===== config.mk =====
export PLATFORM = sky130hd
export DESIGN_NAME = sobel_sequencer
export DESIGN_NICKNAME = d
export VERILOG_FILES = /design/src/rtl/sobel_sequencer.sv
export SDC_FILE = /design/constraint.sdc
export NUM_CORES = 1
export LEC_CHECK = 0
export BUFFER_PORTS_ARGS = -buffer_cell sky130_fd_sc_hd__buf_2
export CAP_MARGIN = 20
export CORE_MARGIN = 1.5
export CORE_UTILIZATION = 53
export DETAILED_ROUTE_END_ITERATION = 8
export PLACE_DENSITY = 0.74
export SLEW_MARGIN = 5
export SYNTH_ARGS = -nofsm -noshare
export SYNTH_HDL_FRONTEND = slang
export SYNTH_SLANG_ARGS = --single-unit
export TNS_END_PERCENT = 10

===== constraint.sdc =====
create_clock -name clk -period 2.5 [get_ports clk]
set_clock_uncertainty 0.05 [all_clocks]
set_input_delay 0.625 -clock clk [delete_from_list [all_inputs] [get_ports clk]]
set_output_delay 0.625 -clock clk [all_outputs]
set_load 0.1 [all_outputs]

===== src/rtl/sobel_sequencer.sv =====
// Control sequencer for the Sobel datapath: walks a KSIZE x KSIZE window
// over the image, reusing the window by shifting one column where possible.
module sobel_sequencer #(
    parameter int IMG_W = 640,
    parameter int IMG_H = 480,
    parameter int KSIZE = 3,
    parameter int CW    = 10
) (
    input  logic          clk,
    input  logic          n_rst,
    input  logic          start,
    input  logic          abort,
    input  logic          read_done,
    input  logic          shift_done,
    input  logic          calc_done,
    input  logic          write_done,
    output logic          start_read,
    output logic          start_shift,
    output logic          start_calc,
    output logic          start_write,
    output logic [CW-1:0] rd_x,
    output logic [CW-1:0] rd_y,
    output logic [CW-1:0] out_x,
    output logic [CW-1:0] out_y,
    output logic          busy,
    output logic          image_done
);

    typedef enum logic [3:0] {
        IDLE, LOAD_ISSUE, LOAD_WAIT, CALC_ISSUE, CALC_WAIT,
        WR_ISSUE, WR_WAIT, ADVANCE, SHIFT_ISSUE, SHIFT_WAIT,
        COL_ISSUE, COL_WAIT, DONE
    } state_t;

    localparam logic [CW-1:0] ONE  = CW'(1);
    localparam logic [CW-1:0] KM1  = CW'(KSIZE - 1);
    localparam logic [CW-1:0] XMAX = CW'(IMG_W - KSIZE);
    localparam logic [CW-1:0] YMAX = CW'(IMG_H - KSIZE);

    state_t        state_q, state_d;
    logic [CW-1:0] ox_q, ox_d;
    logic [CW-1:0] oy_q, oy_d;
    logic [CW-1:0] r_q, r_d;
    logic [CW-1:0] c_q, c_d;

    always_ff @(posedge clk or negedge n_rst) begin
        if (!n_rst) begin
            state_q <= IDLE;
            ox_q    <= '0;
            oy_q    <= '0;
            r_q     <= '0;
            c_q     <= '0;
        end else begin
            state_q <= state_d;
            ox_q    <= ox_d;
            oy_q    <= oy_d;
            r_q     <= r_d;
            c_q     <= c_d;
        end
    end

    assign busy = (state_q != IDLE);

    always_comb begin
        state_d     = state_q;
        ox_d        = ox_q;
        oy_d        = oy_q;
        r_d         = r_q;
        c_d         = c_q;
        start_read  = 1'b0;
        start_shift = 1'b0;
        start_calc  = 1'b0;
        start_write = 1'b0;
        rd_x        = '0;
        rd_y        = '0;
        out_x       = '0;
        out_y       = '0;
        image_done  = 1'b0;
        if (abort) begin
            state_d = IDLE;
            ox_d    = '0;
            oy_d    = '0;
            r_d     = '0;
            c_d     = '0;
        end else begin
            unique case (state_q)
                IDLE: begin
                    if (start) begin
                        ox_d    = '0;
                        oy_d    = '0;
                        r_d     = '0;
                        c_d     = '0;
                        state_d = LOAD_ISSUE;
                    end
                end
                LOAD_ISSUE: begin
                    start_read = 1'b1;
                    rd_x       = ox_q + c_q;
                    rd_y       = oy_q + r_q;
                    state_d    = LOAD_WAIT;
                end
                LOAD_WAIT: begin
                    if (read_done) begin
                        state_d = LOAD_ISSUE;
                        if (c_q == KM1) begin
                            c_d = '0;
                            if (r_q == KM1) begin
                                r_d     = '0;
                                state_d = CALC_ISSUE;
                            end else begin
                                r_d = r_q + ONE;
                            end
                        end else begin
                            c_d = c_q + ONE;
                        end
                    end
                end
                CALC_ISSUE: begin
                    start_calc = 1'b1;
                    state_d    = CALC_WAIT;
                end
                CALC_WAIT: if (calc_done) state_d = WR_ISSUE;
                WR_ISSUE: begin
                    start_write = 1'b1;
                    out_x       = ox_q;
                    out_y       = oy_q;
                    state_d     = WR_WAIT;
                end
                WR_WAIT: if (write_done) state_d = ADVANCE;
                ADVANCE: begin
                    if (ox_q != XMAX) begin
                        ox_d    = ox_q + ONE;
                        state_d = SHIFT_ISSUE;
                    end else if (oy_q != YMAX) begin
                        ox_d    = '0;
                        oy_d    = oy_q + ONE;
                        r_d     = '0;
                        c_d     = '0;
                        state_d = LOAD_ISSUE;
                    end else begin
                        state_d = DONE;
                    end
                end
                SHIFT_ISSUE: begin
                    start_shift = 1'b1;
                    state_d     = SHIFT_WAIT;
                end
                SHIFT_WAIT: begin
                    if (shift_done) begin
                        r_d     = '0;
                        state_d = COL_ISSUE;
                    end
                end
                // Only the column entering on the right is fetched.
                COL_ISSUE: begin
                    start_read = 1'b1;
                    rd_x       = ox_q + KM1;
                    rd_y       = oy_q + r_q;
                    state_d    = COL_WAIT;
                end
                COL_WAIT: begin
                    if (read_done) begin
                        if (r_q == KM1) begin
                            r_d     = '0;
                            state_d = CALC_ISSUE;
                        end else begin
                            r_d     = r_q + ONE;
                            state_d = COL_ISSUE;
                        end
                    end
                end
                DONE: begin
                    image_done = 1'b1;
                    state_d    = IDLE;
                end
                default: state_d = IDLE;
            endcase
        end
    end

endmodule


==> results.md <==
* Status: complete, but fails checks
* Failing checks: negative setup slack
* Hold_buf cts at 0
* Total Die Area at 0.00798 mm2
* Slowest CP cell: dfrtp_1
* MaxCap Viol Count at 0
* Clock-pin slew on the worst setup and hold paths at 100 ps
* Fillers at 394
* Largest net degree at the start of global routing at 24
* Detailed placement HPWL at 10.0 mm
* Mean area per synthesized cell at 7.87 um2
* Drc violations at 0
* Register area share after synthesis at 27.9%
* Clk Latency, worst-skew pair at 310 ps
* Synth top area cells: dfrtp_1, ha_1, o21ai_0, nor2_1, xnor2_1
* Mapped cell area at 0.00395 mm2
* Total gr overflow at 0
* Mux contribution to synthesized area at 0.253%
* # port buffers at 53
* RSZ-0062 raised after global routing: true
* Int Pwr at 1.13 mW
* Htree depth at 2
* Busiest layer in global routing: met2
* ANT cells at 0
* Die width at 89.4 um
* Global Route Usage Sum at 34.8%
* CP peak stage delay at 430 ps
* Synth Instances at 502
* Ys async rst share at 100%
* Leading post-synthesis cells by instance count: nor2_1, o21ai_0, dfrtp_1
* Worst min path class: input port to asynchronous set/reset pin
* Headroom to the max-slew limit at 62.9%
* Clk sinks at 44
* Routed WL per cell at 18.6 um
* Antenna Nets Post-Route at 0
* Crit path kind: flip-flop to output pin
* Final non-filler cell total at 737
* Final Critical Period at 3100 ps
* Slew at the pin closest to its max-slew limit at 554 ps
* Initial Util at 54.8%
* CP top delay family: adder cells
* XOR/XNOR Fraction of Synth Area at 6.20%
* TritonCTS Buffers at 5
* NetSw at 0.665 mW
* Number of global-route vias before repair at 4362
* Core area at 0.00721 mm2
* Top Ports at 54
* Met3 GRT Util at 5.63%
* Count of final setup violators at 40
* Cell variety after synth at 62
* Register area at 0.00111 mm2
* CTS Buffer Depth at 2
* Worst setup margin at -597 ps
* Area delta synth->final at 57.3%
* Hold Vio Cnt, Final at 0
* Leakage at 2.61 nW
* Share of cells above drive strength 1 at 39.5%
* Final Power at 1.79 mW
* Total number of vias at 4583
* Routed WL at 13.7 mm
* Reg power frac at 41.4%
* Top cell type's share of synthesized area at 27.9%
* FMAX at 323 MHz
* DR pass1 iterations at 5
* Vert. Die Dim at 89.4 um
* RePlAce Congestion at 0.965
* Adder and majority cell fraction of the synthesized area at 9.56%
* Worst IR Drop VDD at 239 uV
* Critical Path Source Type: flip-flop
* Comb pwr share at 31.5%
* Layout Nets at 674
* Most frequent cell after synthesis: nor2_1
* FP Rows at 31
* Met1 Use GR at 40.1%
* Final core occ at 86.2%
* Critical path buffers and inverters at 2
* Seq cells post-synth at 44
* CP Capture Type: output pin
* Pins over their slew limit at 0
* Initial antenna violation count at 0
* Final Cycle Share at 124%
* Critical Path RT at 1820 ps
* Synth Area in Simple Gates at 30.4%
* Switching share of power at 37.1%
* Compound-gate portion of the synthesized area at 21.1%
* CTS tree: yes
* Synthesis warning total at 0
* Multi-input gate area at 0.00309 mm2
* DR iter-0 viols at 289
* Met2 usage in global routing at 63.6%
* DR vias/cell at 6.22
* Pwr per Cell Area at 288 mW/mm2
* EDFF count, synth at 0
* First-pass GRT wire length at 21.3 mm
* Post-Syn Nets at 539
* CP cell instances: ha_4 -> inv_2 -> fa_2 -> nor2b_4 -> o21ai_2 -> nand2b_1 -> a311oi_2 -> o21a_1 -> nor3_4 -> buf_12
* Maximum fanout along the worst path at 3
* Largest family of logic cells by synthesized area: simple AND/OR/NAND/NOR gates
* Root Driver: clkbuf_8
* Main synth FF type: dfrtp_1
* CP arrival at 2420 ps
* Share of total power in the clock network at 27.1%
* Cell accounting for the most synthesized area: dfrtp_1
* DP Cell Count at 721
area by class of cell:
type | count | share of cell area (%)
Tap cell | 99 | 1.99
Sequential cell | 44 | 17.8
Inverter | 18 | 1.15
Clock buffer | 5 | 1.11
Clock inverter | 3 | 0.382
Timing Repair Buffer | 151 | 27.9
Multi-Input combinational cell | 417 | 49.7
worst paths after layout:
check                           start       to  slack [ps]  cells after the start
hold / removal                  n_rst  ox_q[6]         160                      1
setup / recovery               r_q[0]  rd_y[8]        -600                     10
setup reg to reg           state_q[2]  oy_q[1]         -10                      8
hold reg to reg                c_q[9]   c_q[9]         530                      1
max in group asynchronous       n_rst   c_q[6]        1670                      2
min in group clk               c_q[9]   c_q[9]         530                      1
per-layer routing:
metal / up-vias / share of wire (%)
li1: 2079 / -
met1: 2228 / 37
met2: 228 / 53
met3: 48 / 5.7
met4: 0 / 4.0
met5: - / 0
layout by cell type (no fill, tap or decap), types with 4 or more instances in the layout:
master,instances
buf_4,90
nor2_1,55
o21ai_0,49
buf_12,47
dfrtp_1,40
nand2_1,27
ha_1,22
xnor2_1,19
nand3_1,16
nor3_1,15
o31ai_1,15
nand2b_1,15
and3_1,14
inv_1,14
and2_4,12
nor2_2,11
a21oi_1,10
nor2b_1,8
xor2_1,8
and2_2,8
nand4_1,7
buf_2,7
buf_6,6
nor3_2,5
a31oi_1,5
ha_4,5
clkbuf_8,5
a21oi_2,4
a21o_1,4
or3_1,4
dfrtp_2,4
metrics by stage:
| stage | hold slack (ps) | area, um2 | setup TNS [ps] | setup slack (ps) |
|---|---|---|---|---|
| floorplan | 279 | 4240 | -18270 | -641 |
| global placement | 492 | 5840 | -1400 | -214 |
| detailed placement | 494 | 5840 | -1790 | -266 |
| CTS | 165 | 6100 | -7000 | -559 |
| global route | 171 | 6220 | -12110 | -670 |
| finish | 157 | 6220 | -8310 | -597 |
repair_timing:
action | 4_1_cts | 5_1_grt
pin swaps | 22 | 17
resized for setup | 39 | 23
endpoints found under the setup margin | 42 | 68
buffers inserted | 3 | 5
state kept, by name, summed over array words and instances, names as in the netlist:
register	count
r_q	10
oy_q	10
ox_q	10
c_q	10
state_q	4
power by group through the flow:
stage | clock network, mW | registers, mW | logic, mW
final | 0.486 | 0.743 | 0.564
after detailed placement | 0 | 0.754 | 0.525
after global placement | 0 | 0.751 | 0.511
after CTS | 0.480 | 0.740 | 0.543
after global routing | 0.503 | 0.744 | 0.599
after floorplan | 0 | 0.757 | 0.327
kinds of logic after synthesis:
| group | after synthesis |
|---|---|
| AO/OA/AOI/OAI | 130 |
| XOR/XNOR | 28 |
| adder cells (fa/ha/maj) | 29 |
| buffers and inverters | 41 |
| flip-flops | 44 |
| multiplexers | 1 |
| AND/OR/NAND/NOR | 229 |
(Power assumes the default switching activity.)
